File: src/rtl/i2c_rx_ctrl.sv
// rtl/i2c_rx_ctrl.sv - I2C slave write-only receive sequencer
// Frames bytes from SCL strobes, checks the address, drives ACK and loads the rx FIFO.
module i2c_rx_ctrl #(
    parameter logic [6:0] SLAVE_ADDR = 7'h3C,
    parameter int         NUM_BITS   = 8
) (
    input  logic       clk,
    input  logic       rst,
    input  logic       start_found,
    input  logic       stop_found,
    input  logic       rising_edge,
    input  logic       falling_edge,
    input  logic [7:0] rx_data,
    input  logic       fifo_full,
    output logic       rx_enable,
    output logic       sda_ack,
    output logic       fifo_load,
    output logic       addr_hit,
    output logic       nack_err
);
    localparam int CW = $clog2(NUM_BITS + 1);

    typedef enum logic [2:0] {
        S_IDLE, S_ADDR, S_ADDR_CHK, S_ACK, S_DATA, S_DATA_CHK, S_IGNORE
    } state_t;

    state_t          r_state, w_state_nxt;
    logic [CW-1:0]   r_bit_cnt, w_bit_cnt_nxt;
    logic            r_ack_pend, w_ack_pend_nxt;
    logic            r_ack_phase, w_ack_phase_nxt;
    logic            r_rx_enable, w_rx_enable_nxt;
    logic            r_sda_ack, w_sda_ack_nxt;
    logic            r_addr_hit, w_addr_hit_nxt;
    logic            r_fifo_load, w_fifo_load_nxt;
    logic            r_nack_err, w_nack_err_nxt;
    logic            w_last_bit;

    assign w_last_bit = (r_bit_cnt == CW'(NUM_BITS - 1));

    always_comb begin
        w_state_nxt     = r_state;
        w_bit_cnt_nxt   = r_bit_cnt;
        w_ack_pend_nxt  = r_ack_pend;
        w_ack_phase_nxt = r_ack_phase;
        w_sda_ack_nxt   = r_sda_ack;
        w_addr_hit_nxt  = r_addr_hit;
        w_fifo_load_nxt = 1'b0;
        w_nack_err_nxt  = 1'b0;
        if (start_found || stop_found) begin
            w_state_nxt    = start_found ? S_ADDR : S_IDLE;
            w_bit_cnt_nxt  = '0;
            w_sda_ack_nxt  = 1'b0;
            w_addr_hit_nxt = 1'b0;
            w_ack_pend_nxt = 1'b0;
        end else begin
            case (r_state)
                S_ADDR, S_DATA: begin
                    if (rising_edge) begin
                        if (w_last_bit) begin
                            w_bit_cnt_nxt = '0;
                            if (r_state == S_ADDR) begin
                                w_state_nxt = S_ADDR_CHK;
                            end else begin
                                // FIFO decision is taken on the last bit so the load lands one cycle later
                                w_state_nxt     = S_DATA_CHK;
                                w_fifo_load_nxt = !fifo_full;
                                w_nack_err_nxt  = fifo_full;
                                w_ack_pend_nxt  = !fifo_full;
                            end
                        end else begin
                            w_bit_cnt_nxt = r_bit_cnt + 1'b1;
                        end
                    end
                end
                S_ADDR_CHK: begin
                    w_ack_phase_nxt = 1'b0;
                    if (rx_data[7:1] == SLAVE_ADDR && !rx_data[0]) begin
                        w_addr_hit_nxt = 1'b1;
                        w_ack_pend_nxt = 1'b1;
                        w_state_nxt    = S_ACK;
                    end else begin
                        w_state_nxt = S_IGNORE;
                    end
                end
                S_DATA_CHK: begin
                    w_ack_phase_nxt = 1'b0;
                    w_state_nxt     = S_ACK;
                end
                S_ACK: begin
                    if (falling_edge) begin
                        if (!r_ack_phase) begin
                            w_sda_ack_nxt   = r_ack_pend;
                            w_ack_phase_nxt = 1'b1;
                        end else begin
                            w_sda_ack_nxt = 1'b0;
                            w_bit_cnt_nxt = '0;
                            w_state_nxt   = S_DATA;
                        end
                    end
                end
                S_IDLE, S_IGNORE: ;
                default: w_state_nxt = S_IDLE;
            endcase
        end
        w_rx_enable_nxt = (w_state_nxt == S_ADDR) || (w_state_nxt == S_DATA);
    end

    always_ff @(posedge clk or posedge rst) begin
        if (rst) begin
            r_state     <= S_IDLE;
            r_bit_cnt   <= '0;
            r_ack_pend  <= 1'b0;
            r_ack_phase <= 1'b0;
            r_rx_enable <= 1'b0;
            r_sda_ack   <= 1'b0;
            r_addr_hit  <= 1'b0;
            r_fifo_load <= 1'b0;
            r_nack_err  <= 1'b0;
        end else begin
            r_state     <= w_state_nxt;
            r_bit_cnt   <= w_bit_cnt_nxt;
            r_ack_pend  <= w_ack_pend_nxt;
            r_ack_phase <= w_ack_phase_nxt;
            r_rx_enable <= w_rx_enable_nxt;
            r_sda_ack   <= w_sda_ack_nxt;
            r_addr_hit  <= w_addr_hit_nxt;
            r_fifo_load <= w_fifo_load_nxt;
            r_nack_err  <= w_nack_err_nxt;
        end
    end

    assign rx_enable = r_rx_enable;
    assign sda_ack   = r_sda_ack;
    assign fifo_load = r_fifo_load;
    assign addr_hit  = r_addr_hit;
    assign nack_err  = r_nack_err;
endmodule

File: config.mk
export PLATFORM = sky130hd
export DESIGN_NAME = i2c_rx_ctrl
export DESIGN_NICKNAME = d
export VERILOG_FILES = /design/src/rtl/i2c_rx_ctrl.sv
export SDC_FILE = /design/constraint.sdc
export NUM_CORES = 1
export LEC_CHECK = 0
export CAP_MARGIN = 20
export CORE_MARGIN = 3
export CORE_UTILIZATION = 51
export DETAILED_ROUTE_END_ITERATION = 8
export GPL_TIMING_DRIVEN = 1
export HOLD_SLACK_MARGIN = 0.06
export PLACE_DENSITY_LB_ADDON = 0.25
export SYNTH_ARGS = -nofsm -noshare
export SYNTH_HDL_FRONTEND = slang
export SYNTH_SLANG_ARGS = --single-unit
File: constraint.sdc
create_clock -name clk -period 2.4 [get_ports clk]
set_input_delay 0.6 -clock clk [delete_from_list [all_inputs] [get_ports clk]]
set_output_delay 0.6 -clock clk [all_outputs]
set_load 0.01 [all_outputs]
# [Word level (Yosys, flattened, before mapping)]
# Cells that the tools add are included.
[word_totals] ff_bits=14 out_inout_bits=5 input_bits=15
[op_classes] add_sub_neg=1 muxes=39 n_eq_ne=17 bitwise=1 reduce_logical=21
[op_table] op="1-bit 2-to-1 mux" count=23
[op_table] op="3-bit 2-to-1 mux" count=7
[op_table] op="4-bit 2-to-1 mux" count=5
[op_table] op="3-bit inequality test, second input constant" count=6
[op_table] op="3-bit case mux with 5 select lines" count=1
[op_table] op="3-bit == test, second input constant" count=4
[op_table] op="2-bit nonzero test" count=5
[op_table] op="4-bit case mux with 2 select lines" count=1
[op_table] op="7-bit by 6-bit == test with 1-bit output, second input constant" count=1
[op_table] op="3-bit by 1-bit == test with 1-bit output, second input constant" count=2
[op_table] op="3-bit by 2-bit == test with 1-bit output, second input constant" count=2
[op_table] op="3-bit nonzero test" count=2
[op_table] op="2-bit OR reduction" count=3
[op_table] op="5-bit AND reduction" count=1
[op_table] op="4-bit by 1-bit adder with 4-bit output, second input constant" count=1
[op_table] op="4-bit by 3-bit == test with 1-bit output, second input constant" count=1
[op_table] op="1-bit case mux with 2 select lines" count=2
[op_table] op="2-bit AND reduction" count=2
[op_table] op="4-bit AND reduction" count=1
[op_table] op="3-bit zero test" count=1
[op_table] op="3-bit AND reduction" count=1
[op_table] op="1-bit zero test" count=2
[op_table] op="1-bit logical OR" count=2
[op_table] op="2-bit inequality test, second input constant" count=1
[op_table] op="2 further kinds" count=2

# [Longest topological paths before layout]
[logic_depth] ltp_word=8 ltp_mapped=7

# [Least setup slack after synthesis]
# OpenSTA, ideal clock, no wires.
[synth_timing] kind="in2reg" from="input rx_data[2]" to="register r_rx_enable, in the netlist rx_enable" path_stages=5 required_time_ps=2321 arrival_ps=1585 slack_ps=736 setup_ps=79 cell_sequence="nor4bb_1 -> and3_1 -> a21o_1 -> a211o_1 -> mux2i_1"
[synth_between] elab_chain_len=7 elab_cells_between_ends=8 classes_between="eq/ne (3); mux (3); reduce/logical (2)"
[synth_rtl] item="from (decl)" line="13" rtl="input logic [7:0] rx_data,"
[synth_rtl] item="7-bit by 6-bit == test with 1-bit output (*)" line="77" rtl="if (rx_data[7:1] == SLAVE_ADDR && !rx_data[0]) begin"
[synth_rtl] item="1-bit logical AND (*)" line="77"
[synth_rtl] item="3-bit 2-to-1 mux (*)" line="77"
[synth_rtl] item="3-bit case mux with 5 select lines (*)" line="56" rtl="case (r_state)"
[synth_rtl] item="3-bit 2-to-1 mux (*)" line="49" rtl="if (start_found || stop_found) begin"
[synth_rtl] item="named net w_state_nxt[0]" line="27" rtl="state_t r_state, w_state_nxt;"
[synth_rtl] item="3-bit by 1-bit == test with 1-bit output / 3-bit == test (equally long branches)" line="105" rtl="w_rx_enable_nxt = (w_state_nxt == S_ADDR) || (w_state_nxt == S_DATA);"
[synth_rtl] item="1-bit logical OR (*)" line="105"
[synth_rtl] item="named net w_rx_enable_nxt" line="31" rtl="logic r_rx_enable, w_rx_enable_nxt;"
[synth_rtl] item="to (signal assigned)" line="124" rtl="r_rx_enable <= w_rx_enable_nxt;"
[synth_rtl] item="to (decl)" line="31"
# The timed path passes the listed nets; every way through them passes the cells marked *.
# A chain may end at the register's enable or synchronous reset.

# [Worst setup path in the final report]
[layout_timing] from="input rx_data[5]" to="register r_rx_enable, in the netlist rx_enable"
# The elaborated chain is that of the path after synthesis.

==> metrics.md <==
| Metric | Value |
|---|---|
| Slew margin rel. | `64.0%` |
| Cts bufs inserted | `3` |
| Hold_buf cts | `0` |
| CTS Buffer Depth | `2` |
| Synth unique cells | `36` |
| Tmin final | `1.94 ns` |
| Final setup viols | `0` |
| Cells after Synth | `a little under 90` |
| Placed insts | `between 100 and 150` |
| Power Density | `between 400 and 500 nW/um^2` |
| Layout cell share with drive strength beyond 1 | `roughly an eighth` |
| Worst-path cell chain | `clkdlybuf4s50_1, nor4bb_1, and3_1, a21o_1, a211o_1, mux2i_1` |
| Clock Sinks | `14` |
| Fin util | `68.2%` |
| Placed Area | `approximately 1000 um^2` |
| Critical path type | `in2reg` |
| Drt wl/cell | `13.2 um` |
| GRT overflow | `0` |
| Reg2reg end | `rx_enable$_DFF_PP0_` |
| Fraction of the yosys area taken by sequential cells | `41.3%` |
| Initial Util | `55.0%` |
| Hold_sp | `addr_hit$_DFFE_PP0P_` |
| Worst-path maximum fanout | `3` |
| Critical Path AT | `about 2.2 ns` |
| Yosys reg bits | `14` |
| Net Sw Power | `a little over 100 uW` |
| Initial DRT Pass Iterations | `4` |
| Clock root buffer | `clkbuf_4` |
| RR Startpoint | `r_bit_cnt[0]$_DFFE_PP0P_` |
| Design Power | `about 430 uW` |
| Worst slew pin tran | `0.539 ns` |
| Vias in the first global route | `around 700` |
| Routed Antenna Nets | `0` |
| Worst vdd ir | `between 0.0003 and 0.0004 V` |
| Worst-path clk slew | `around 0.080 ns` |
| Achievable Freq | `~520 MHz` |
| Pin count of the biggest net entering global routing | `15` |
| Clock share of power | `30.0%` |
| CTS tree | `built` |
| Global-route wire length before repair | `2780 um` |
| Via Count | `between 600 and 700` |
| Finished Layout Cells | `about 120` |
| Clk_lat worst skew | `between 0.2 and 0.3 ns` |
| Max cap viols | `0` |
| H-tree depth | `1` |
| Reg with most FFs | `r_bit_cnt` |
| Nets | `roughly 130` |
| Post-Layout Inst Area | `roughly 1100 um^2` |
| Endpoints failing hold | `0` |
| Full die area | `around 2200 um^2` |
| Period utilisation layout | `about four fifths` |
| Syn Std Cell Area | `roughly 850 um^2` |
| GRT Total Usage | `between 10% and 20%` |
| Startpoint types | `input pin` |
| R2R setup slack | `about 0.74 ns` |
| Reg2Reg Depth | `6` |
| Total Wirelength | `~1600 um` |
| Max reg flops | `4` |
| Die H | `~47 um` |
| Final antenna diode count | `0` |
| Reg power frac | `a little under three fifths` |
| Input/output buffers | `19` |
| RSZ-0062 raised after global routing | `no` |
| Initial antenna violation count | `0` |
| Switching part of the total | `23.5%` |
| Crit-path slowest cell | `clkdlybuf4s50_1` |
| Post-CTS Setup Inserts | `0` |
| Syn nets | `~100` |
| Setup Skew | `between 0.008 and 0.009 ns` |
| Core area | `about 1500 um^2` |
| Status | `complete, no violations` |
| Cell internal pwr | `~330 uW` |
| YS warnings | `0` |
| Worst path bufs/invs | `1` |
| Final count of pins violating max slew | `0` |
| Layout area overhead | `23.9%` |
| WP data required | `approximately 2.6 ns` |
| Rows | `14` |
| Top Family by Delay on Critical Path | `simple AND/OR/NAND/NOR gates` |
| Fin Setup TNS | `0 ns` |
| HPWL Detailed | `1320 um` |
| Gate power share | `a little over an eighth` |
| Cells on Worst Hold Path | `2` |
| DRT iter0 DRCs | `10` |
| Avg Synthesized Cell Area | `approximately 9.6 um^2` |
| GPL Wtd Cong | `around 0.84` |
| Most frequent cells in the layout | `19 x clkdlybuf4s50_1, 14 x dfrtp_1, 8 x nand2_1` |
| Worst path max stage delay | `about 0.45 ns` |
| Post-cts resize count | `0` |
| DIE WIDTH | `46.8 um` |
| Worst Hold Path EP | `addr_hit$_DFFE_PP0P_` |
| IO Count | `20` |
| DRC Markers | `0` |
| Vias per Instance | `around 5.6` |
| Critical path capture point type | `flip-flop` |
| Leakage Power | `between 0.4 and 0.5 nW` |
| Min-delay worst type | `reg2reg` |
| Most common cell after layout, fill and taps aside | `clkdlybuf4s50_1` |
| Top Registers | `r_bit_cnt: 4 flops, r_state: 3 flops` |
metrics by stage:
stage	hold slack (ns)	worst slack (ns)
final	0.515	0.458
after detailed placement	0.499	0.134
after CTS	0.525	0.424
after global placement	0.504	0.223
after global routing	0.580	0.379
after floorplan	0.483	0.736
Yosys cell counts:
cell type  instances  area share [%]
nor3b_1            1            0.89
ha_1               1             1.5
or2_1              1            0.74
and4b_4            1             1.6
a21bo_2            1             1.2
a311oi_1           1             1.0
mux2i_1            4             4.7
nor2_1             7             3.1
a211o_1            1             1.0
nand2_1            8             3.5
nand2b_1           2             1.5
or3b_1             1             1.0
nand3b_2           1             1.3
inv_1              4             1.8
nor3_1             2             1.2
buf_6              3             4.0
a21oi_2            1             1.0
o2111ai_1          1             1.0
a21oi_1            3             1.8
o31ai_2            1             1.5
inv_2              2            0.89
or3b_2             1             1.0
and2_4             1             1.0
a21boi_0           2             1.8
o21ai_0            4             2.4
nor4bb_1           2             2.4
dfrtp_1           14              41
o2bb2ai_1          2             2.1
nor2b_1            5             3.7
a31oi_1            1            0.74
nor4_2             1             1.5
nand3_1            2             1.2
clkbuf_1           1            0.44
a21o_1             2             1.8
and3_1             2             1.5
nand4b_1           1             1.0
worst max path at each step:
stage | from | end | slack, ns | cells past startpoint
3_5_place_dp | rx_data[5] | rx_enable$_DFF_PP0_ | 0.13 | 6
4_1_cts | rx_data[5] | rx_enable$_DFF_PP0_ | 0.42 | 6
3_3_place_gp | rx_data[3] | rx_enable$_DFF_PP0_ | 0.22 | 6
5_1_grt | rx_data[5] | rx_enable$_DFF_PP0_ | 0.38 | 6
2_1_floorplan | rx_data[2] | rx_enable$_DFF_PP0_ | 0.74 | 5
6_report | rx_data[5] | rx_enable$_DFF_PP0_ | 0.46 | 6
power groups by stage:
stage	registers [mW]	logic (mW)	clock network, mW
after floorplan	0.248	0.0301	0
after global placement	0.250	0.0565	0
after detailed placement	0.251	0.0579	0
after CTS	0.246	0.0581	0.132
after global routing	0.247	0.0648	0.144
final	0.246	0.0572	0.130
kinds of logic (layout without fill, tap and decap cells):
kind of cell               after synthesis  count (layout)  synth area share (%)
AOI/OAI and AO/OA                       20              20                  17.3
DFF                                     14              14                  41.3
and+or+nand+nor                         39              39                  28.2
buffers and inverters                   10              29                  7.08
muxes                                    4               4                  4.72
adders and majority gates                1               1                  1.47
metal layers:
layer / routed length, um / global-route usage, %
met4: 31 / 8.29
met3: 86 / 3.83
met5: 0 / 0
met2: 791 / 31.4
met1: 717 / 21.0
layout make-up:
class	count	area, um^2
Sequential cell	14	350
Fill cell	132	490
Timing Repair Buffer	20	198
Clock buffer	3	22.5
Tap cell	16	20.0
Multi-Input combinational cell	64	438
Inverter	6	22.5
worst reg2reg max path, stage by stage (launching register included):
cell and delay (ns):
dfrtp_1 0.40, ha_1 0.25, nand4b_1 0.19, mux2i_1 0.23
nor3_1 0.06, a211o_1 0.31, mux2i_1 0.12
Power figures use the tool's default switching activity.
